`src/rtl/uart_tx_fifo.sv`:
```
// Byte FIFO between the UART data register and the transmit serializer.
// Launches one byte per start/busy handshake and reports level, overflow and launch timeouts.
module uart_tx_fifo #(
  parameter int unsigned DEPTH    = 16,
  parameter int unsigned ADDR_W   = 4,
  parameter int unsigned START_TO = 8
) (
  input  logic              i_clk,
  input  logic              i_rst,
  input  logic              i_wr_en,
  input  logic [7:0]        i_wr_data,
  input  logic              i_flush,
  input  logic              i_clr_ovf,
  input  logic              i_tx_busy,
  output logic              o_tx_start,
  output logic [7:0]        o_tx_data,
  output logic              o_full,
  output logic              o_empty,
  output logic [ADDR_W:0]   o_level,
  output logic              o_overflow,
  output logic              o_start_err
);

  localparam int unsigned      CNT_W     = $clog2(START_TO + 1);
  localparam logic [ADDR_W:0]  LEVEL_MAX = (ADDR_W + 1)'(DEPTH);
  localparam logic [CNT_W-1:0] CNT_LAST  = CNT_W'(START_TO - 1);

  typedef enum logic [1:0] {StIdle, StWaitBusy, StWaitDone} state_t;

  logic [7:0]        r_mem [DEPTH];
  logic [ADDR_W-1:0] r_wr_ptr, r_rd_ptr;
  logic [ADDR_W:0]   r_level;
  logic              r_overflow;
  state_t            r_state, w_state_next;
  logic [CNT_W-1:0]  r_cnt, w_cnt_next;
  logic              r_tx_start, r_start_err;
  logic [7:0]        r_tx_data;

  logic w_full, w_empty, w_push, w_drop, w_pop, w_start_err_next;

  assign w_full  = (r_level == LEVEL_MAX);
  assign w_empty = (r_level == '0);
  // Full is judged on the start-of-cycle level, so a same-cycle pop never rescues a push.
  assign w_push  = i_wr_en & ~w_full & ~i_flush;
  assign w_drop  = i_wr_en & w_full & ~i_flush;

  always_comb begin
    w_state_next     = r_state;
    w_cnt_next       = r_cnt;
    w_pop            = 1'b0;
    w_start_err_next = 1'b0;
    unique case (r_state)
      StIdle: begin
        if (!w_empty && !i_tx_busy && !i_flush) begin
          w_pop        = 1'b1;
          w_state_next = StWaitBusy;
          w_cnt_next   = '0;
        end
      end
      StWaitBusy: begin
        if (i_tx_busy) begin
          w_state_next = StWaitDone;
        end else if (r_cnt == CNT_LAST) begin
          // Serializer never acknowledged; the byte is abandoned.
          w_start_err_next = 1'b1;
          w_state_next     = StIdle;
        end else begin
          w_cnt_next = r_cnt + CNT_W'(1);
        end
      end
      StWaitDone: begin
        if (!i_tx_busy) w_state_next = StIdle;
      end
      default: w_state_next = StIdle;
    endcase
  end

  always_ff @(posedge i_clk or posedge i_rst) begin
    if (i_rst) begin
      r_state     <= StIdle;
      r_cnt       <= '0;
      r_tx_start  <= 1'b0;
      r_tx_data   <= '0;
      r_start_err <= 1'b0;
    end else begin
      r_state     <= w_state_next;
      r_cnt       <= w_cnt_next;
      r_tx_start  <= w_pop;
      r_start_err <= w_start_err_next;
      if (w_pop) r_tx_data <= r_mem[r_rd_ptr];
    end
  end

  always_ff @(posedge i_clk or posedge i_rst) begin
    if (i_rst) begin
      r_wr_ptr   <= '0;
      r_rd_ptr   <= '0;
      r_level    <= '0;
      r_overflow <= 1'b0;
    end else if (i_flush) begin
      r_wr_ptr   <= '0;
      r_rd_ptr   <= '0;
      r_level    <= '0;
      r_overflow <= 1'b0;
    end else begin
      if (w_push) r_wr_ptr <= r_wr_ptr + ADDR_W'(1);
      if (w_pop)  r_rd_ptr <= r_rd_ptr + ADDR_W'(1);
      case ({w_push, w_pop})
        2'b10:   r_level <= r_level + (ADDR_W + 1)'(1);
        2'b01:   r_level <= r_level - (ADDR_W + 1)'(1);
        default: r_level <= r_level;
      endcase
      if (w_drop)         r_overflow <= 1'b1;
      else if (i_clr_ovf) r_overflow <= 1'b0;
    end
  end

  always_ff @(posedge i_clk) begin
    if (w_push) r_mem[r_wr_ptr] <= i_wr_data;
  end

  assign o_tx_start  = r_tx_start;
  assign o_tx_data   = r_tx_data;
  assign o_full      = w_full;
  assign o_empty     = w_empty;
  assign o_level     = r_level;
  assign o_overflow  = r_overflow;
  assign o_start_err = r_start_err;

endmodule

```
`config.mk`:
```
export PLATFORM = sky130hd
export DESIGN_NAME = uart_tx_fifo
export DESIGN_NICKNAME = d
export VERILOG_FILES = /design/src/rtl/uart_tx_fifo.sv
export SDC_FILE = /design/constraint.sdc
export NUM_CORES = 1
export LEC_CHECK = 0
export CAP_MARGIN = 20
export CORE_ASPECT_RATIO = 1.75
export CORE_MARGIN = 4
export CORE_UTILIZATION = 55
export DETAILED_ROUTE_END_ITERATION = 12
export PLACE_DENSITY = 0.74
export SYNTH_ARGS = -nofsm -noshare
export SYNTH_HDL_FRONTEND = slang
export SYNTH_SLANG_ARGS = --single-unit
export TNS_END_PERCENT = 20
```
`constraint.sdc`:
```
create_clock -name i_clk -period 6.54 [get_ports i_clk]
set_input_delay 1.308 -clock i_clk [delete_from_list [all_inputs] [get_ports i_clk]]
set_output_delay 1.308 -clock i_clk [all_outputs]
set_load 0.05 [all_outputs]
```
Word-level counts from Yosys, hierarchy flattened
Memory sizes are Yosys's and may differ from the RTL's. A register that Yosys moved wholly into a read port is not among the register bits.
Cells that the tools add are included.

operators by class
  $add $sub $neg = 5
  equality and inequality tests = 11
  muxes and demuxes = 25
  bitwise gates (word level) = 6
  reduce and logical (&&, ||, !) cells = 14

operators with widths
  operator                                                               count
  4-bit 2-to-1 mux                                                       7
  4-bit by 1-bit adder with 4-bit output, second input constant          3
  1-bit 2-to-1 mux                                                       10
  5-bit one-hot mux with 2 select lines                                  1
  2-bit 2-to-1 mux                                                       4
  2-bit != test, second input constant                                   4
  4-bit one-hot mux with 2 select lines                                  1
  2-bit one-hot mux with 3 select lines                                  1
  2-bit nonzero test                                                     3
  3-bit nonzero test                                                     2
  5-bit by 1-bit adder with 5-bit output, second input constant          1
  5-bit equality test, second input constant                             1
  5-bit logical NOT                                                      1
  5-bit 2-to-1 mux                                                       1
  5-bit by 1-bit subtractor with 5-bit output, second input constant     1
  1-bit AND                                                              4
  2-bit by 1-bit equality test with 1-bit output, second input constant  2
  2-bit equality test, second input constant                             2
  4-bit by 3-bit equality test with 1-bit output, second input constant  1
  4-bit AND reduction                                                    1
  1-bit logical NOT                                                      3
  3-bit != test, second input constant                                   1
  3-bit AND reduction                                                    1
  1-bit logical AND                                                      2
  2 further kinds                                                        3

storage, ports and cells
  register bits = 22
  RAM bits = 128
  input bits = 14
  output and inout bits = 18
  logic and storage cells = 70
  memories = 1

memories
  memory  depth  width  read ports  clocked after memory_dff  wr ports  RTL line  RTL
  r_mem   16     8      1           1                         1         30        logic [7:0] r_mem [DEPTH];

Depth between registers and ports, before layout
  depth after elaboration = 9
  gate-level depth with buffers = 11

Worst setup path after synthesis
Ideal clock, no wire load.

  kind = input to register
  start = input port i_flush
  end = register r_level[2], in the netlist o_level[2]
  arrival time = 3.475 ns
  required time = 6.454 ns
  setup slack = 2.980 ns
  cell stages on the path = 9
  path through = buf_2 > or4_4 > a21o_4 > nor2_1 > xor2_1 > ha_1 > or4_4 > and2_4 > o221ai_2

on the way
  longest elaborated chain between the ends = 7
  elaborated cells on any way between the ends = 11

RTL lines
  item                                                                                          RTL line  RTL
  start: declaration                                                                            12        input logic i_flush,
  1-bit logical NOT                                                                             54        if (!w_empty && !i_tx_busy && !i_flush) begin
  1-bit logical AND                                                                             54
  1-bit 2-to-1 mux                                                                              54
  1-bit 2-to-1 mux                                                                              52        unique case (r_state)
  2-bit by 1-bit equality test with 1-bit output / 2-bit equality test (equally long branches)  108       case ({w_push, w_pop})
  5-bit one-hot mux with 2 select lines                                                         108
  5-bit 2-to-1 mux                                                                              100       end else if (i_flush) begin
  end signal: assignment                                                                        109       2'b10: r_level <= r_level + (ADDR_W + 1)'(1);
  end signal: assignment                                                                        110       2'b01: r_level <= r_level - (ADDR_W + 1)'(1);
  end signal: assignment                                                                        111       default: r_level <= r_level;
  end: declaration                                                                              32        logic [ADDR_W:0] r_level;

Several ways; a longest one is shown, not always the timed one.
A chain may end at the register's enable or synchronous reset.

Final worst setup path
  start = input port i_flush
  end = register r_level[4], in the netlist o_level[4]

The elaborated chain is that of the path after synthesis.

==> results.json <==
{
  "status": "complete, no violations",
  "hold_path_class": "flop to flop",
  "synthDistinctLibCells": 42,
  "die_h_um": 151.4,
  "final_core_util_pct": 65.60,
  "syn_to_final_growth_pct": 16.88,
  "path_buf_inv": 1,
  "slowest_delay_ns": 0.73,
  "tns_ns": 0,
  "drc": 0,
  "grt_antenna_before_repair": 0,
  "hold_path_depth": 2,
  "startpoint_type": "primary input",
  "clk_pin_slew_worst_paths_ns": 0.06,
  "clock_latency_ns": 0.42,
  "yosysSeqAreaShare_pct": 71.08,
  "grt_use_total_pct": 20.64,
  "synth_ff_type": "edfxtp_1",
  "dieArea_um2": 13620,
  "maxSlewViolCount": 0,
  "grt_pass1_vias": 3457,
  "crit_fanout": 18,
  "synth_fp_nets": 385,
  "via_per_inst": 6.098,
  "ir_worst_vdd_mv": 0.2358,
  "hold_viol_final": 0,
  "path_depth": 10,
  "ys.warnings.count": 0,
  "syn_inst": 363,
  "switching_share_pct": 29.91,
  "rows": 52,
  "cp.arrival_ns": 4.50,
  "holdWs_ns": 0.4744,
  "diodes": 0,
  "root_buffer": "clkbuf_16",
  "first_pass_iters": 5,
  "grt_overflow": 0,
  "critPathKind": "primary input to flop",
  "switchingPower_w": 0.0008196,
  "skew_ns": 0.008647,
  "ctsHoldBuffers": 0,
  "ys_seq_elements": 158,
  "rsz0062_at_grt": "false",
  "end_kind": "flop",
  "wire_per_inst_um": 23.57,
  "place_hpwl_um": 8455,
  "fin_crit_ns": 4.175,
  "cts_tree": "built",
  "setup_viol": 0,
  "slew_headroom_pct": 27.98,
  "synth_edf_count": 128,
  "drtIter0Drc": 274,
  "pwr-share-comb_pct": 22.0,
  "crit_required_ns": 6.86,
  "path_cells": "clkdlybuf4s50_1 -> or4_4 -> a21o_4 -> nor2_1 -> xor2_1 -> ha_1 -> o31a_1 -> nor4_1 -> o21ai_0 -> a22oi_1",
  "io_buffer_count": 31,
  "cts_num_sinks": 158,
  "core_area_um2": 11520,
  "globalplace.congestion": 0.8191,
  "nNetsFinal": 426,
  "synthesis.area_um2": 6464,
  "crit_slowest_cell": "clkdlybuf4s50_1",
  "grt_max_degree": 36,
  "ioPinCount": 32,
  "post_cts_resize_count": 0,
  "grt_pass1_wl_um": 20240,
  "drt-total-wl_um": 13010,
  "max_clock_freq_mhz": 239.5,
  "async_flop_share_pct": 18.99,
  "numCtsBuffers": 17,
  "die_w_um": 89.95,
  "worst_r2r_path_depth": 10,
  "r2r_setup_slack_ns": 3.55,
  "clk_path_buf_depth": 2,
  "p_int_w": 0.001920,
  "min_period_over_period_pct": 63.84,
  "initial_utilization_pct": 56.13,
  "p_per_area_nw_per_um2": 362.7,
  "synth_top_cells_by_area": "edfxtp_1 (59%), mux4_2 (14%), dfrtp_1 (12%), nand2_1 (2.3%), ha_1 (1.5%)",
  "worst_pin_slew_ns": 1.076,
  "via_count": 3366,
  "pwr-share-seq_pct": 44.3,
  "cts_setup_buffers": 0,
  "final_common_cell": "edfxtp_1",
  "clkPwrFrac_pct": 33.7,
  "total_power_w": 0.002740,
  "ant_nets": 0,
  "syn_avg_cell_area_um2": 17.81,
  "drv_cap": 0,
  "synth_top_area_share_pct": 59.47,
  "yosysTopAreaCell": "edfxtp_1",
  "final_cell_mix": "edfxtp_1 (128), mux4_2 (40), nand2_1 (40), clkdlybuf4s50_1 (31), dfrtp_1 (28)",
  "drive_gt1_share_pct": 23.98,
  "htree_levels": 4,
  "path_delay_family": "simple AND/OR/NAND/NOR gates",
  "p_leak_nw": 2.587
}
==> stage by stage <==
| stage | instance area (µm²) | worst slack, ns | cells |
|---|---|---|---|
| floorplan | 6464 | 2.980 | 363 |
| global placement | 6943 | 2.164 | 517 |
| detailed placement | 6970 | 2.011 | 518 |
| CTS | 7532 | 2.403 | 550 |
| global route | 7555 | 2.082 | 552 |
| finish | 7555 | 2.365 | 552 |
==> worst min-delay path, stage by stage, from the launching register on <==
cell and delay (ns):
dfrtp_1 0.34, nand2_1 0.05, nand2_1 0.06
==> sequential cells by signal, indices dropped and copies added (netlist names) <==
register / count
r_mem: 128
o_start_err: 1
r_cnt: 4
r_rd_ptr: 4
r_wr_ptr: 4
o_overflow: 1
o_level: 5
o_tx_data: 8
o_tx_start: 1
r_state: 2
==> synthesized netlist by cell type, types with 3 or more instances <==
| master | number |
|---|---|
| a21oi_1 | 4 |
| nor2_1 | 24 |
| dfrtp_1 | 30 |
| nand3b_1 | 3 |
| edfxtp_1 | 128 |
| mux4_2 | 40 |
| nand4_1 | 3 |
| nor3_1 | 8 |
| buf_1 | 3 |
| or4_4 | 3 |
| ha_1 | 8 |
| o21ai_0 | 7 |
| buf_2 | 6 |
| clkbuf_1 | 8 |
| nand3_1 | 4 |
| xor2_1 | 7 |
| inv_1 | 5 |
| nand2_1 | 40 |
==> metal layers <==
layer  part of all wire (%)  track usage, %  wire length [µm]
met5                      0               0                 0
met4                   0.99           5.598               129
met3                    3.7           4.622               487
met2                     57           38.57              7450
met1                     38           24.05              4945
==> cell families after synthesis <==
family,count (synthesis),share of synthesized area [%]
AO/OA/AOI/OAI,23,2.788
XOR/XNOR,9,1.220
adder cells (fa/ha/maj),8,1.549
buffers and inverters,23,1.452
flip-flops,158,71.08
multiplexers,43,14.44
AND/OR/NAND/NOR,99,7.472
==> power groups by stage <==
stage | registers (W) | logic, W | clock network, W
after floorplan | 0.00133 | 0.000315 | 0
after global placement | 0.00123 | 0.000592 | 0
after detailed placement | 0.00124 | 0.000606 | 0
after CTS | 0.00122 | 0.000609 | 0.000938
after global routing | 0.00122 | 0.000644 | 0.000986
final | 0.00121 | 0.000602 | 0.000924
==> worst paths after layout <==
kind,from,endpoint
hold reg to reg,o_tx_data[0],o_tx_data[0]
max in group asynchronous,i_rst,o_tx_start
min in group asynchronous,i_rst,o_level[4]
hold / removal,o_tx_data[0],o_tx_data[0]
setup reg to reg,o_level[1],o_level[4]
setup / recovery,i_flush,o_level[4]
==> cell type report <==
cell class	instances	area, µm²
multi-input combinational	182	1807
clock buffer	17	425.4
fill	765	3961
sequential	158	4597
clock inverter	15	136.4
tap	135	168.9
timing repair buffer	39	397.9
inverter	6	22.52
No activity file was read; power rests on OpenSTA's default activity.
